## config.mk

```make
export PLATFORM = sky130hd
export DESIGN_NAME = triangle_monitor_flat
export DESIGN_NICKNAME = d
export VERILOG_FILES = /design/src/rtl/triangle_if.sv /design/src/rtl/triangle_monitor.sv /design/src/flat_wrapper.sv
export SDC_FILE = /design/constraint.sdc
export NUM_CORES = 1
export LEC_CHECK = 0
export BUFFER_PORTS_ARGS = -buffer_cell sky130_fd_sc_hd__buf_2
export CAP_MARGIN = 40
export CORE_UTILIZATION = 25
export DETAILED_ROUTE_END_ITERATION = 10
export HOLD_SLACK_MARGIN = 0.08
export SYNTH_ARGS = -nofsm -noshare
export SYNTH_HDL_FRONTEND = slang
export SYNTH_SLANG_ARGS = --single-unit
```

## constraint.sdc

```tcl
create_clock -name clk -period 7.3 [get_ports clk]
set_clock_uncertainty 0.15 [all_clocks]
set_input_delay 1.46 -clock clk [delete_from_list [all_inputs] [get_ports clk]]
set_output_delay 1.46 -clock clk [all_outputs]
set_load 0.02 [all_outputs]
```

## src/rtl/triangle_if.sv

```systemverilog
// Sample bus from the triangle generator: the enable and the current sample.
// The generator side drives it (master); the monitor only observes it (slave).
// A sample transfers on every rising clock edge where ena is high. There is
// no back-pressure: the monitor always accepts.
interface triangle_if #(
  parameter int N = 8
);
  logic         ena;
  logic [N-1:0] in;

  modport master (output ena, output in);
  modport slave  (input  ena, input  in);
endinterface

```

## src/rtl/triangle_monitor.sv

```systemverilog
// triangle_monitor: receive-side checker for the triangle generator stream.
// It tracks the ramp direction, flags peaks and troughs, and measures the
// trough-to-trough period in accepted samples. It also reports step errors
// and lock status.
// Optional feature: define TRIANGLE_MONITOR_HOLD_EN to treat a repeated
// sample as a legal hold instead of a step error.
// dbg_state exposes the FSM state (0 SYNC, 1 ACQ, 2 UP, 3 DOWN).
module triangle_monitor #(
  parameter int N        = 8,
  parameter int PERIOD_W = 16
) (
  input  logic                clk,
  input  logic                rst,
  triangle_if.slave           bus,
  output logic                dir,
  output logic                peak,
  output logic                trough,
  output logic [PERIOD_W-1:0] period,
  output logic                period_valid,
  output logic                locked,
  output logic                step_err,
  output logic [1:0]          dbg_state
);

  typedef enum logic [1:0] {
    SYNC = 2'd0,
    ACQ  = 2'd1,
    UP   = 2'd2,
    DOWN = 2'd3
  } state_t;

  localparam logic [N-1:0]        MAX     = '1;
  localparam logic [N-1:0]        ZERO    = '0;
  localparam logic [N-1:0]        ONE     = N'(1);
  localparam logic [PERIOD_W-1:0] CNT_MAX = '1;
  localparam logic [PERIOD_W-1:0] CNT_ONE = PERIOD_W'(1);

  state_t              state, state_n;
  logic [N-1:0]        prev, prev_n;
  logic [PERIOD_W-1:0] cnt, cnt_n, cnt_inc;
  logic                have_trough, have_trough_n;
  logic [PERIOD_W-1:0] period_n;
  logic                locked_n, peak_n, trough_n, period_valid_n, step_err_n;
  logic                rise, fall, hold;

  // Step classification of the incoming sample against the reference.
  always_comb begin
    rise    = (prev != MAX)  && (bus.in == prev + ONE);
    fall    = (prev != ZERO) && (bus.in == prev - ONE);
    cnt_inc = (cnt == CNT_MAX) ? cnt : cnt + CNT_ONE;
  end

`ifdef TRIANGLE_MONITOR_HOLD_EN
  assign hold = (bus.in == prev);
`else
  assign hold = 1'b0;
`endif

  // Next-state, counter and output logic. Nothing moves without ena.
  always_comb begin
    state_n        = state;
    prev_n         = prev;
    cnt_n          = cnt;
    have_trough_n  = have_trough;
    period_n       = period;
    locked_n       = locked;
    peak_n         = 1'b0;
    trough_n       = 1'b0;
    period_valid_n = 1'b0;
    step_err_n     = 1'b0;

    if (bus.ena) begin
      prev_n = bus.in;
      if (state == SYNC) begin
        // First sample only establishes the reference.
        state_n = ACQ;
        cnt_n   = cnt_inc;
      end else if (hold) begin
        // Legal hold: the sample is not counted and the state is kept.
        state_n = state;
      end else if (rise && (state != DOWN)) begin
        cnt_n = cnt_inc;
        if (bus.in == MAX) begin
          peak_n  = 1'b1;
          state_n = DOWN;
        end else begin
          state_n = UP;
        end
      end else if (fall && (state != UP)) begin
        cnt_n = cnt_inc;
        if (bus.in == ZERO) begin
          trough_n = 1'b1;
          state_n  = UP;
          // cnt_inc already includes this trough sample in the distance.
          if (have_trough) begin
            period_n       = cnt_inc;
            period_valid_n = 1'b1;
            locked_n       = 1'b1;
          end
          cnt_n         = '0;
          have_trough_n = 1'b1;
        end else begin
          state_n = DOWN;
        end
      end else begin
        // Wrong direction, repeat, wrap or jump: drop the lock and restart.
        cnt_n         = cnt_inc;
        step_err_n    = 1'b1;
        state_n       = ACQ;
        locked_n      = 1'b0;
        have_trough_n = 1'b0;
      end
    end
  end

  // State, reference sample and registered outputs.
  always_ff @(posedge clk or posedge rst) begin
    if (rst) begin
      state        <= SYNC;
      prev         <= '0;
      cnt          <= '0;
      have_trough  <= 1'b0;
      dir          <= 1'b0;
      peak         <= 1'b0;
      trough       <= 1'b0;
      period       <= '0;
      period_valid <= 1'b0;
      locked       <= 1'b0;
      step_err     <= 1'b0;
    end else begin
      state        <= state_n;
      prev         <= prev_n;
      cnt          <= cnt_n;
      have_trough  <= have_trough_n;
      dir          <= (state_n == DOWN);
      peak         <= peak_n;
      trough       <= trough_n;
      period       <= period_n;
      period_valid <= period_valid_n;
      locked       <= locked_n;
      step_err     <= step_err_n;
    end
  end

  assign dbg_state = state;

endmodule

```

## src/flat_wrapper.sv

```systemverilog
// flat-port wrapper written by rule: the top's interface ports become plain ports
module triangle_monitor_flat 
#(
  parameter int N        = 8,
  parameter int PERIOD_W = 16
)
  (clk, rst, dir, peak, trough, period, period_valid, locked, step_err, dbg_state, bus_ena, bus_in);
  triangle_if #(.N(N)) bus_i ();
  input  logic clk;
  input  logic rst;
  output logic dir;
  output logic peak;
  output logic trough;
  output logic [PERIOD_W-1:0] period;
  output logic period_valid;
  output logic locked;
  output logic step_err;
  output logic [1:0] dbg_state;
  input wire logic [$bits(bus_i.ena)-1:0] bus_ena;
  input wire logic [$bits(bus_i.in)-1:0] bus_in;
  assign bus_i.ena = bus_ena;
  assign bus_i.in = bus_in;
  triangle_monitor #(.N(N), .PERIOD_W(PERIOD_W)) u_core (.clk(clk), .rst(rst), .bus(bus_i), .dir(dir), .peak(peak), .trough(trough), .period(period), .period_valid(period_valid), .locked(locked), .step_err(step_err), .dbg_state(dbg_state));
endmodule
```

==> results.yml, run 1 <==
timing:
  finalHoldViolations: 0
  maxSlewViolCount: 0
  finalCritPeriodShare_pct: 49.8
  worst_pin_slew_ps: 599
  rsz0062_at_grt: "no"
  slew_headroom_pct: 60.1
  timing.fmax_mhz: 275
  setup_viol: 0
  period_minus_slack_ps: 3640
  whs_ps: 355
  finalSetupTns_ps: 0
  layout_setup_ws_ps: 3660
placed_design:
  dp_hpwl_mm: 4.55
  dpl_worst_slack_ps: 3370
  place_area_mm2: 0.00322
  io_buffers: 34
  dp_cells: 453
  gp_congestion: 0.765
power:
  p_int_uw: 488
  combPwrFrac_pct: 18.9
  p_per_area_mw_per_mm2: 210
  power_frac_seq_pct: 47.7
  pwr-share-clk_pct: 33.4
  p_sw_share_pct: 31.1
  p_total_uw: 708
  static-leakage-power_nw: 1.56
  ir_drop_mv: 0.131
  p_sw_uw: 220
synthesis:
  synth_edf_count: 0
  synth_nets: 303
  seq_area_frac_synth_pct: 42.1
  synthFlopType: "dfrtp_1"
  synth_area_per_cell_um2: 10.1
  synth.cell_area_mm2: 0.00291
  synthCells: 289
  synth-async-reset-ratio_pct: 100
  synthDistinctLibCells: 51
  ys_warn_count: 0
  ys_ff_latch: 49
global_route:
  grt_max_degree: 40
  grt_overflow: 0
  grt_pass1_vias: 2142
  grt_antenna_before_repair: 0
  grt_usage_pct: 11.1
  grt_pass1_wl_mm: 10.4
cts:
  ctsResizeCount: 0
  clk_latency_ps: 290
  cts-root-buf: "clkbuf_16"
  cts_setup_buffers: 0
  clk_path_buf_depth: 2
  cts_num_sinks: 49
  cts_made_buffers: 5
  cts_tree: "done"
  cts_hold_buf: 0
  clk_pin_slew_ps: 70
  cts_max_level: 2
drt:
  vias: 2222
  drt_iter0_drc: 55
  antenna_left: 0
  dr.pass1.iters: 5
  via_per_inst: 4.82
  drc: 0
  drt-total-wl_mm: 6.19
  post_drt_wl_per_cell_um: 13.4
floorplanning:
  rows: 39
  coreArea_mm2: 0.0114
  dieArea_mm2: 0.0121
  die_w_um: 110
  die_h_um: 110
  ios: 35
  initial_utilization_pct: 25.6
min_path:
  worstHoldPathType: "register to register"
final_layout:
  design_area_mm2: 0.00337
  fillers: 1196
  fin_nets: 331
  post-route-util_pct: 29.6
  layout_commonest_cell: "dfrtp_1"
  mostFrequentLayoutCells: "dfrtp_1 (49), buf_2 (34), nor2_1 (20)"
  fin_cells: 461
  diodes: 0
  drive_gt1_share_pct: 24.5
  area_growth_pct: 15.7
critical_path:
  cp-start-kind: "input pin"
  endpoint_kind: "register"
  cp.arrival_ps: 3610
  path_class: "input pin to register"
  path_max_fanout: 32
  worstPathRequired_ps: 7280
flow_run:
  cap_violations: 0
outcome:
  outcome: "complete, no violations"
==> critical path: stages <==
cell and delay [ps]:
buf_2 470, clkinv_1 450, nor2_1 450, nand2_1 160, nor4_2 160, buf_4 240
a211o_1 140, a211oi_1 60
==> registers in the layout, summed over array words and instances (netlist names), 2 cells and up <==
signal,flops
u_core.cnt,16
u_core.dbg_state,2
u_core.period,16
u_core.prev,8
==> synth_stat cells, drive strengths merged, types with 4 or more instances <==
master	instances	area share, %
xor2	14	4.2
o21ai	6	1.0
and2	6	1.3
nand3	12	2.1
xnor2	14	4.2
nand3b	4	1.0
and4	4	1.2
nand2	19	2.4
inv	9	1.2
clkbuf	11	1.4
dfrtp	49	42
mux2	25	11
buf	4	0.99
and3	11	2.4
o31ai	4	1.0
nand4	11	2.9
a21oi	13	2.2
nand2b	5	1.1
nor2	21	3.0
nor3	10	2.3
==> path summary, 6_finish.rpt <==
kind                                         from                end  slack [ps]  cells past startpoint
worst max-delay path                      bus_ena         u_core.dir        3660                      8
worst min-delay path            u_core.period[11]  u_core.period[11]         360                      1
worst max register to register     u_core.prev[0]   u_core.period[7]        4260                      9
worst min register to register  u_core.period[11]  u_core.period[11]         360                      1
max in group asynchronous                     rst  u_core.period[10]        5560                      3
min in group asynchronous                     rst     u_core.prev[7]         960                      2
==> power by group through the flow <==
stage	combinational [mW]	clock [mW]	sequential [mW]
2_1_floorplan	0.116	0	0.327
5_1_grt	0.153	0.260	0.343
6_report	0.134	0.236	0.338
3_3_place_gp	0.129	0	0.342
3_5_place_dp	0.134	0	0.342
4_1_cts	0.135	0.248	0.336
==> routing by layer <==
layer,vias up,share of wire [%],global-route usage [%]
met5,-,0,0
met4,0,0.68,1.71
met3,6,3.5,2.55
met2,37,50,19.1
met1,1081,46,14.2
li1,1098,-,-
==> area by class of cell <==
type | count | area (um^2) | share of cell area [%]
Clock buffer | 5 | 125 | 3.71
Clock inverter | 3 | 26.3 | 0.780
Inverter | 10 | 37.5 | 1.11
Multi-Input combinational cell | 215 | 1580 | 46.8
Sequential cell | 49 | 1230 | 36.4
Tap cell | 143 | 179 | 5.31
Timing Repair Buffer | 36 | 198 | 5.86
==> cells by family after synthesis <==
logic type | count (synthesis) | synth area share, %
multiplexers | 27 | 11.5
buffers and inverters | 25 | 3.69
AND/OR/NAND/NOR | 113 | 22.7
XOR/XNOR | 28 | 8.42
adder cells (fa/ha/maj) | 3 | 1.29
flip-flops | 49 | 42.1
AO/OA/AOI/OAI | 44 | 10.3
Power figures use the tool's default switching activity.
==> run 2, diff against run 1 <==
--- a/config.mk
+++ b/config.mk
@@ -5,6 +5,7 @@
 export SDC_FILE = /design/constraint.sdc
 export NUM_CORES = 1
 export LEC_CHECK = 0
+export ABC_AREA = 1
 export BUFFER_PORTS_ARGS = -buffer_cell sky130_fd_sc_hd__buf_2
 export CAP_MARGIN = 40
 export CORE_UTILIZATION = 25
==> constraint.sdc (replaced) <==
create_clock -name clk -period 2.95 [get_ports clk]
set_clock_uncertainty 0.15 [all_clocks]
set_input_delay 0.59 -clock clk [delete_from_list [all_inputs] [get_ports clk]]
set_output_delay 0.59 -clock clk [all_outputs]
set_load 0.02 [all_outputs]
==> run 2 against run 1 <==
The run now ends with DRC left. Sequential power increased by 130%. Cell count grew 30%. Total power rose to 2.5 times the previous value. Via count is 21% higher. Clock power grew to 2.8 times the previous value. Global-route usage increased by 0.73 points. Clock-buffer cell count unchanged. Flip-flop and latch count stayed put. Non-clock buffer count is 2 higher. Register-to-register slack got worse by 3900 ps. Setup slack lost 3300 ps. Synthesized cell count rose by 44%. Critical endpoint is now u_core.period[9]. Highest routed layer unchanged.
==> results.yml, run 2 <==
outcome:
  outcome: "finished, violations left"
  violations: "DRC"
critical_path:
  path_common_cell: "nand2_1"
  path_max_fanout: 6
  crit_path_max_incr_delay_ps: 400
  crit_buf_inv: 2
  r2r_start: "u_core.prev[0]"
  worstPathRequired_ps: 3020
  endpoint_kind: "register"
  crit_chain: "inv_1, ha_1, inv_1, nand2_1, nand2_1, a21oi_1, nand2_1, nor2_1, nand3_1, nor2_2, nand2_1, nor2_1, nand2_1, nand2_1"
  crit_family: "simple AND/OR/NAND/NOR gates"
  cp-start-kind: "register"
  crit_start: "u_core.prev[0]"
  crit_slowest_cell: "dfrtp_1"
  path_class: "register to register"
  cp.arrival_ps: 2670
  rrSetupSlack_ps: 350
cts:
  cts_num_sinks: 49
  clk_latency_ps: 290
  cts_tree: "done"
  cts_made_buffers: 5
  cts-root-buf: "clkbuf_16"
  cts_hold_buf: 0
  cts_max_level: 2
  clk_pin_slew_ps: 60
  clk_path_buf_depth: 2
synthesis:
  ys_warn_count: 0
  synth_top_cell_by_area: "dfrtp_1"
  synthTopCellsByArea: "dfrtp_1 (41%), nand2_1 (16%), inv_1 (6.9%), nor2_1 (5.8%), nand3_1 (5.5%)"
  synthDistinctLibCells: 31
  netlist_top_cells_count: "nand2_1 (131), inv_1 (55), dfrtp_1 (49)"
  synth-async-reset-ratio_pct: 100
  synth_edf_count: 0
  ys_ff_latch: 49
  synthFlopType: "dfrtp_1"
  synth_nets: 429
  post-synth-top-count-cell: "nand2_1"
  synth_area_per_cell_um2: 7.23
  synth.cell_area_mm2: 0.00300
  synthCells: 415
  seq_area_frac_synth_pct: 40.9
  yosysTopAreaCellShare_pct: 40.9
drt:
  antenna_left: 0
  vias: 2691
  drt_iter0_drc: 191
  via_per_inst: 4.51
  drc: 4
  drt-total-wl_mm: 7.35
  dr.pass1.iters: 8
  post_drt_wl_per_cell_um: 12.3
final_layout:
  diodes: 0
  fillers: 1214
  mostFrequentLayoutCells: "nand2_1 (131), inv_1 (54), dfrtp_1 (49)"
  drive_gt1_share_pct: 16.7
  fin_cells: 597
  layout_commonest_cell: "nand2_1"
  top_regs: "u_core.cnt (16), u_core.period (16), u_core.prev (8)"
  area_growth_pct: 17.4
  post-route-util_pct: 30.4
  fin_nets: 467
global_route:
  grt_max_degree: 32
  grt_antenna_before_repair: 0
  grt_pass1_wl_mm: 12.2
  grt_pass1_vias: 2556
  grt_usage_pct: 11.8
  grt_overflow: 0
power:
  p_per_area_mw_per_mm2: 503
  power_frac_seq_pct: 44.1
  static-leakage-power_nw: 1.81
  pwr-share-clk_pct: 37.4
  combPwrFrac_pct: 18.6
  p_sw_uw: 536
  ir_drop_mv: 0.200
  p_sw_share_pct: 30.3
  p_int_mw: 1.23
timing:
  period_minus_slack_ps: 2600
  worst_pin_slew_ps: 911
  finalHoldViolations: 0
  finalSetupTns_ps: 0
  layout_setup_ws_ps: 349
  finalCritPeriodShare_pct: 88.2
  setup_viol: 0
  whs_ps: 139
  slew_headroom_pct: 38.8
  timing.fmax_mhz: 384
  rsz0062_at_grt: "no"
  maxSlewViolCount: 0
placed_design:
  dp_hpwl_mm: 5.13
  dpl_worst_slack_ps: 295
  gp_congestion: 0.948
  io_buffers: 34
  dp_cells: 588
flow_run:
  cap_violations: 0
floorplanning:
  ios: 35
  die_h_um: 112
  initial_utilization_pct: 25.9
  dieArea_mm2: 0.0124
  die_w_um: 112
  rows: 39
  coreArea_mm2: 0.0116
min_path:
  worstHoldPathType: "input pin to asynchronous set/reset pin"
-- run 2: worst register-to-register path, stage by stage, from the launching register on --
cell     delay (ps)
dfrtp_1         400
inv_1           130
ha_1            320
inv_1            40
nand2_1          50
nand2_1          70
a21oi_1         120
nand2_1          80
nor2_1          100
nand3_1         110
nor2_2          350
nand2_1         110
nor2_1          340
nand2_1         110
nand2_1          80
-- run 2: what timing repair did --
| item | 4_1_cts | 5_1_grt |
|---|---|---|
| buffers inserted | 0 | 0 |
| gates resized for setup | 0 | 2 |
| hold endpoints to repair | 0 | 0 |
| endpoints found under the setup margin | 0 | 2 |
-- run 2: area by class of cell --
type / count / area (um^2) / area share (%)
multi-input cells: 304 / 1540 / 43.7
repair buffers: 38 / 200 / 5.69
inverters: 55 / 206 / 5.86
clock inverters: 3 / 46.3 / 1.31
well taps: 143 / 179 / 5.08
clock buffers: 5 / 125 / 3.55
flip-flops and latches: 49 / 1230 / 34.8
-- run 2: routing by layer --
layer,global-route usage (%),share of wire [%],vias to the layer above
met5,0,0,-
met4,4.14,2.0,0
met3,2.89,7.0,11
met2,18.0,44,68
met1,16.2,47,1226
li1,-,-,1386
-- run 2: path summary, 6_finish.rpt --
path,cells after the start,end
max in group asynchronous,3,u_core.period_valid
worst max register to register,14,u_core.period[9]
worst min-delay path,2,u_core.dir
worst max-delay path,14,u_core.period[9]
worst min register to register,2,u_core.period[15]
min in group clk,2,u_core.period[15]
-- run 2: power groups by stage --
| stage | Combinational [mW] | Sequential [mW] | Clock (mW) |
|---|---|---|---|
| final | 0.329 | 0.780 | 0.662 |
| after global routing | 0.381 | 0.788 | 0.707 |
| after CTS | 0.328 | 0.778 | 0.673 |
| after detailed placement | 0.327 | 0.790 | 0 |
| after global placement | 0.320 | 0.789 | 0 |
| after floorplan | 0.255 | 0.780 | 0 |
-- run 2: logic make-up (layout without fill, tap and decap cells) --
logic type / count (synthesis) / in the layout / share of synthesized area (%)
adders and majority gates: 3 / 3 / 1.25
muxes: 1 / 1 / 0.334
AOI/OAI and AO/OA: 39 / 39 / 8.22
xor gates and xnor gates: 16 / 16 / 4.92
and+or+nand+nor: 244 / 245 / 35.8
DFF: 49 / 49 / 40.9
buffers and inverters: 63 / 101 / 8.64
-- run 2: metrics by stage --
| step | area (um^2) | total power, mW |
|---|---|---|
| floorplan | 3000 | 1.04 |
| finish | 3520 | 1.77 |
| global placement | 3330 | 1.11 |
| CTS | 3500 | 1.78 |
| global route | 3520 | 1.88 |
| detailed placement | 3330 | 1.12 |
